==> src/rtl/pearson_pkg.sv <==
// Shared types and constants for the 32-bit / 8-bit Pearson hash checker.
// The permutation T[i] = (i*167 + 13) mod 256 is defined once here.
package pearson_pkg;

  localparam int unsigned MSG_BYTES = 4;
  localparam int unsigned HASH_W    = 8;
  localparam int unsigned MSG_W     = MSG_BYTES * HASH_W;

  typedef enum logic [1:0] {
    IDLE = 2'd0,
    HASH = 2'd1,
    DONE = 2'd2
  } state_t;

  // 167 is odd, so the affine map is a bijection on 0..255
  function automatic logic [HASH_W-1:0] t_perm(input logic [HASH_W-1:0] i);
    logic [15:0] p;
    p = 16'(i) * 16'd167 + 16'd13;
    return p[HASH_W-1:0];
  endfunction

endpackage

==> src/rtl/pearson_table.sv <==
// Combinational Pearson permutation lookup: 8-bit index in, 8-bit value out.
module pearson_table
  import pearson_pkg::*;
(
  input  logic [HASH_W-1:0] idx,
  output logic [HASH_W-1:0] val
);

  always_comb begin
    val = t_perm(idx);
  end

endmodule

==> src/rtl/pearson_hash_check.sv <==
// Sequential Pearson hash over a 4-byte message, one byte per cycle through a
// single shared table, compared against a captured reference hash.
module pearson_hash_check
  import pearson_pkg::*;
(
  input  logic        clk,
  input  logic        reset_n,
  input  logic        in_valid,
  output logic        in_ready,
  input  logic [31:0] msg,
  input  logic [7:0]  expected,
  output logic        out_valid,
  input  logic        out_ready,
  output logic [7:0]  hash_out,
  output logic        match,
  output logic [7:0]  mismatch_cnt
);

  state_t            state;
  logic [MSG_W-1:0]  msg_r;
  logic [HASH_W-1:0] exp_r;
  logic [HASH_W-1:0] h;
  logic [1:0]        idx;

  logic [HASH_W-1:0] cur_byte;
  logic [HASH_W-1:0] tbl_idx;
  logic [HASH_W-1:0] tbl_val;

  always_comb begin
    cur_byte = '0;
    for (int unsigned b = 0; b < MSG_BYTES; b++) begin
      if (idx == 2'(b)) cur_byte = msg_r[HASH_W*b +: HASH_W];
    end
    tbl_idx = h ^ cur_byte;
  end

  pearson_table u_table (
    .idx (tbl_idx),
    .val (tbl_val)
  );

  // in_ready is registered, so it stays low for the first cycle after reset
  // release and rises the cycle after the output handshake.
  always_ff @(posedge clk) begin
    if (!reset_n) begin
      state        <= IDLE;
      msg_r        <= '0;
      exp_r        <= '0;
      h            <= '0;
      idx          <= '0;
      in_ready     <= 1'b0;
      out_valid    <= 1'b0;
      hash_out     <= '0;
      match        <= 1'b0;
      mismatch_cnt <= '0;
    end else begin
      case (state)
        IDLE: begin
          if (in_valid && in_ready) begin
            msg_r    <= msg;
            exp_r    <= expected;
            h        <= '0;
            idx      <= '0;
            in_ready <= 1'b0;
            state    <= HASH;
          end else begin
            in_ready <= 1'b1;
          end
        end

        HASH: begin
          h   <= tbl_val;
          idx <= idx + 2'd1;
          if (idx == 2'(MSG_BYTES - 1)) begin
            out_valid <= 1'b1;
            hash_out  <= tbl_val;
            match     <= (tbl_val == exp_r);
            state     <= DONE;
          end
        end

        DONE: begin
          if (out_ready) begin
            if (!match && (mismatch_cnt != '1)) begin
              mismatch_cnt <= mismatch_cnt + 8'd1;
            end
            out_valid <= 1'b0;
            hash_out  <= '0;
            match     <= 1'b0;
            in_ready  <= 1'b1;
            state     <= IDLE;
          end
        end

        default: begin
          out_valid <= 1'b0;
          hash_out  <= '0;
          match     <= 1'b0;
          in_ready  <= 1'b0;
          state     <= IDLE;
        end
      endcase
    end
  end

endmodule

==> config.mk <==
export PLATFORM = sky130hd
export DESIGN_NAME = pearson_hash_check
export DESIGN_NICKNAME = d
export VERILOG_FILES = /design/src/rtl/pearson_pkg.sv /design/src/rtl/pearson_table.sv /design/src/rtl/pearson_hash_check.sv
export SDC_FILE = /design/constraint.sdc
export NUM_CORES = 1
export LEC_CHECK = 0
export BUFFER_PORTS_ARGS = -buffer_cell sky130_fd_sc_hd__buf_2
export CORE_MARGIN = 8
export CORE_UTILIZATION = 50
export CTS_CLUSTER_SIZE = 24
export DETAILED_ROUTE_END_ITERATION = 8
export PLACE_DENSITY = 0.72
export SLEW_MARGIN = 20
export SYNTH_ARGS = -nofsm -noshare
export SYNTH_HDL_FRONTEND = slang
export SYNTH_SLANG_ARGS = --single-unit
==> constraint.sdc <==
create_clock -name clk -period 5.6 [get_ports clk]
set_input_delay 1.12 -clock clk [delete_from_list [all_inputs] [get_ports clk]]
set_output_delay 1.12 -clock clk [all_outputs]
set_load 0.01 [all_outputs]
Yosys cells after proc, flatten, opt, wreduce, memory -nomap -nowiden
Index checks and enable logic that the tools add are counted.

Output and inout port bits: 19. Input bits: 44. Bits in registers: 71. Word-level logic and storage cells: 62.

Reductions and logical operators: 12. Multiply operators: 1. Bitwise operators: 3. Equal/unequal tests: 10. Mux-type cells: 23. $add $sub $neg: 3.

Operator list (number): 8-bit two-way mux (7); 8-bit one-hot mux with 3 select lines (1); 8-bit one-hot mux with 2 select lines (1); 1-bit one-hot mux with 3 select lines (3); 3-bit AND reduction (3); 8-bit by 1-bit adder with 8-bit output (second input constant) (1); 8-bit by 4-bit adder with 8-bit output (second input constant) (1); 8-bit == test (1); 8-bit by 8-bit multiplier with 8-bit output (second input constant) (1); 2-bit two-way mux (4); 8-bit inequality test (second input constant) (1); 8-bit XOR (1); 2-bit == test (second input constant) (3); 2-bit inequality test (second input constant) (3); 2-bit one-hot mux with 3 select lines (1); 2-bit AND reduction (3); 1-bit two-way mux (5); 2-bit by 1-bit == test with 1-bit output (second input constant) (2); 2-bit zero test (2); 2-bit one-hot mux with 2 select lines (1); 2-bit by 1-bit adder with 2-bit output (second input constant) (1); 1-bit logical AND (2); 1-bit NOT (2); 2-bit nonzero test (1); 1-bit zero test (1).

Depth between registers and ports, before layout
Word-level depth: 11. Mapped depth: 24. Depth with buffers taken out: 24.

Cells and area by module
Synthesis repeated with hierarchy kept, for this count alone.

Cell total of the unflattened synthesis: 455. Area total of the unflattened synthesis: 3683.5 µm².

Modules (own cells, without submodules): pearson_hash_check (seq. area each 1421.4 µm², times used 1, area an instance 3079.2 µm², cells an instance 393); pearson_table (seq. area each 0.0 µm², times used 1, area an instance 604.3 µm², cells an instance 62).

Worst setup path before layout
No wires, ideal clock.

Kind: register to register. Start: reg idx[0]. End: reg match. Path buffers: 0. Setup time: 0.079 ns. Slack: 1.019 ns. Cell stages (with the launch flop): 23. Data arrival time: 4.502 ns. Data required time: 5.521 ns. Period minus slack after synthesis: 4.581 ns. Cell sequence: dfxtp_1 > inv_1 > ha_1 > nor2b_2 > a221o_2 > a22oi_4 > xnor2_2 > and2_1 > nor2_1 > ha_1 > or2_2 > ha_1 > fa_1 > inv_1 > ha_1 > a21o_1 > a21oi_1 > xnor2_1 > xnor2_1 > nand3_1 > nor3_1 > nand3b_1 > o211ai_1.

Longest elaborated chain between the ends: 11. Elaborated cells between the ends (all ways): 16. Classes of those cells: add/sub: 1; mul: 1; eq/ne: 5; mux: 6; bitwise: 1; reduce/logical: 2.

Ends and longest elaborated chain: start: declaration (RTL line pearson_hash_check.sv:23) `logic [1:0] idx;`; start signal: assignment (RTL line pearson_hash_check.sv:73) `idx <= idx + 2'd1;`; 2-bit zero test (RTL line pearson_hash_check.sv:32) `if (idx == 2'(b)) cur_byte = msg_r[HASH_W*b +: HASH_W];`; 8-bit two-way mux (4 in a row) (RTL line pearson_hash_check.sv:32); 8-bit XOR (RTL line pearson_hash_check.sv:34) `tbl_idx = h ^ cur_byte;`; 8-bit by 8-bit multiplier with 8-bit output (RTL line pearson_pkg.sv:18) `p = 16'(i) * 16'd167 + 16'd13;`; 8-bit by 4-bit adder with 8-bit output (RTL line pearson_pkg.sv:18); 8-bit == test (RTL line pearson_hash_check.sv:77) `match <= (tbl_val == exp_r);`; 1-bit two-way mux (RTL line pearson_hash_check.sv:74) `if (idx == 2'(MSG_BYTES - 1)) begin`; 1-bit one-hot mux with 3 select lines (RTL line pearson_hash_check.sv:57) `case (state)`; end signal: assignment (RTL line pearson_hash_check.sv:77); end: declaration (RTL line pearson_hash_check.sv:15) `output logic match,`.

Parallel ways exist; a longest one is shown, timed or not. The select of a mux whose other input is x is not followed. A chain may end at the register's enable or synchronous reset.

Worst setup path in the final report
Same ends and word-level chain as after synthesis.

==> results_dict.tcl <==
set metrics [dict create \
    status "finished clean" \
    grt_pass1_vias 3186 \
    worst_hold_path_type "flop to flop" \
    yosys-top-cells-area "dfxtp_1 (36%), nand2_1 (11%), a21boi_0 (9.9%)" \
    drive_gt1_frac 0.200 \
    cts_sinks 71 \
    die_area_mm2 0.0110 \
    rsz0062_at_grt "false" \
    drc_errors 0 \
    area_delta_synth_final_pct 14.9 \
    std_cell_rows 32 \
    synth_commonest_cells "nand2_1 (119), dfxtp_1 (71), a21boi_0 (52)" \
    grt_use_total 0.162 \
    clockBufferDepth 2 \
    fin_crit_sh 0.929 \
    clk_pin_slew_ns 0.07 \
    h-tree-depth 3 \
    cp-end-kind "flop" \
    post-dp-hpwl_um 6390 \
    num_io_pins 63 \
    nets 582 \
    antenna_found_initial 0 \
    nFillCells 718 \
    grt_max_degree 74 \
    post_drt_wl_per_cell_um 13.8 \
    overflow 0 \
    synth_area_per_cell_um2 8.61 \
    post-synth-top-count-cell "nand2_1" \
    critPathKind "flop to flop" \
    first_pass_iters 4 \
    start_kind "flop" \
    synth-async-reset-ratio 0 \
    core_mm2 0.00769 \
    clkLatencyLatePin_ns 0.35 \
    synthCells 457 \
    num_vias 3106 \
    yosysSeqAreaShare 0.361 \
    setup_viol 0 \
    tightest_slew_ns 0.974 \
    ys.flop_type "dfxtp_1" \
    ys_ff_latch 71 \
    grt_pass1_wl_um 14800 \
    synth_top_area_frac 0.361 \
    drt_wl_total_um 8530 \
    die_h_um 105 \
    hold_violations 0 \
    synth_nets 530 \
    synth.largest_area_cell "dfxtp_1" \
    critPathMaxFanout 8 \
    maxSlewHeadroom 0.351 \
    cts_made_buffers 9 \
    min_period_ns 5.20 \
    post_drt_via_cell_ratio 5.04 \
    ant_nets 0 \
    cts_tree "done" \
    hold-worst-slack_ns 0.469 \
    p_leak_uw 0.00189 \
    netlist_area_mm2 0.00394 \
    yosysWarnings 0 \
    fin_setup_tns_ns 0 \
    synth_edf_count 0 \
    root_buffer "clkbuf_8" \
    die_width_um 105 \
    required_ns 5.87 \
    portBuffers 62 \
    drtIter0Drc 81 \
    fin_worst_skew_ns 0.0130 \
    slew_violations 0 \
    power_density_mw_per_mm2 366 \
    diodes 0 \
    start_util 0.512 \
    max_freq_ghz 0.192 \
    ir_worst_vdd_mv 0.195 \
    cts_hold_buf 0 \
    cap_violations 0 \
    place.gp.congestion 0.802 \
    arrival_ns 5.47 \
    ys_types 49 \
]
[layout by cell type, fill, tap and decap left out, types with 2 or more instances in the layout]
master	synthesis	layout
a211oi_1	3	3
a21boi_0	52	52
a21boi_1	2	2
a21o_1	2	2
a21oi_1	8	8
a221oi_2	3	3
and2_1	13	13
buf_2	3	62
buf_4	1	4
bufinv_16	0	3
clkbuf_8	0	9
clkinv_4	0	2
dfxtp_1	71	71
fa_1	5	5
ha_1	24	23
inv_1	24	24
nand2_1	119	119
nand3_1	7	7
nand3b_1	3	3
nand4_1	3	3
nor2_1	11	11
nor2b_1	4	4
nor3_1	3	2
nor3b_1	2	2
nor3b_2	2	2
o21ai_0	15	15
or2_2	2	2
or3_1	4	4
xnor2_1	19	19
xnor2_2	3	3
xor2_1	11	11
[cell type report]
cell class                      count  area (um2)  area share
Clock buffer                       10         128      0.0282
Clock inverter                      6         116      0.0257
Inverter                           24        90.1      0.0199
Multi-Input combinational cell    337        2300       0.508
Sequential cell                    71        1420       0.314
Tap cell                          102         128      0.0282
Timing Repair Buffer               66         340      0.0752
[logic make-up (layout without fill, tap and decap cells)]
kind of cell | after synthesis | in the layout | share of synthesized area
flip-flops | 71 | 71 | 0.361
buffers and inverters | 49 | 106 | 0.0566
AND/OR/NAND/NOR | 178 | 178 | 0.208
XOR/XNOR | 34 | 34 | 0.0833
AO/OA/AOI/OAI | 94 | 94 | 0.184
adder cells (fa/ha/maj) | 29 | 29 | 0.102
multiplexers | 2 | 2 | 0.00540
[registers in the layout (all words and copies together) (netlist names)]
register      cells
idx               2
hash_out          8
msg_r            32
mismatch_cnt      8
exp_r             8
out_valid         1
state             2
match             1
in_ready          1
h                 8
[stage by stage]
step	setup WS [ns]	power (uW)	util	std cells	area (um2)
floorplan	1.02	1040	-	457	3940
CTS	0.294	1670	0.588	616	4520
global route	0.101	1770	0.588	616	4520
detailed placement	0.337	1160	0.556	600	4280
global placement	0.528	1140	0.556	600	4280
finish	0.398	1660	0.588	616	4520
[repair_timing]
action,CTS,global route
endpoints found under the setup margin,0,1
buffers inserted,0,0
resized for setup,0,1
[where the power goes]
group	internal [uW]	leakage (uW)	switching, uW
sequential	533	0.000577	24.1
clock	299	0.000121	203
combinational	265	0.00120	331
[worst paths after layout]
kind / from / to / slack (ns) / cells past startpoint
worst max-delay path: idx[0] / match / 0.40 / 22
worst min-delay path: msg_r[31] / msg_r[31] / 0.47 / 2
worst max register to register: idx[0] / match / 0.40 / 22
worst min register to register: msg_r[31] / msg_r[31] / 0.47 / 2
[metal layers]
metal	part of all wire	vias to the layer above	track usage
met4	0.022	0	0.0601
met5	0	-	0
met2	0.49	63	0.278
met1	0.45	1417	0.188
li1	-	1612	-
met3	0.041	14	0.0436
[worst max-delay path, cell delays in order (launching register included)]
cell and delay, ns:
dfxtp_1 0.41, inv_1 0.09, ha_1 0.30, nor2b_2 0.21, a221o_2 0.37, a22oi_4 0.16
xnor2_2 0.23, and2_1 0.24, nor2_1 0.06, ha_1 0.16, or2_2 0.29, ha_1 0.33
fa_1 0.55, inv_1 0.06, ha_1 0.22, a21o_1 0.18, a21oi_1 0.16, xnor2_1 0.20
xnor2_1 0.16, nand3_1 0.11, nor3_1 0.32, nand3b_1 0.12, o211ai_1 0.19
Note: power is estimated with default switching activity, not from simulation.
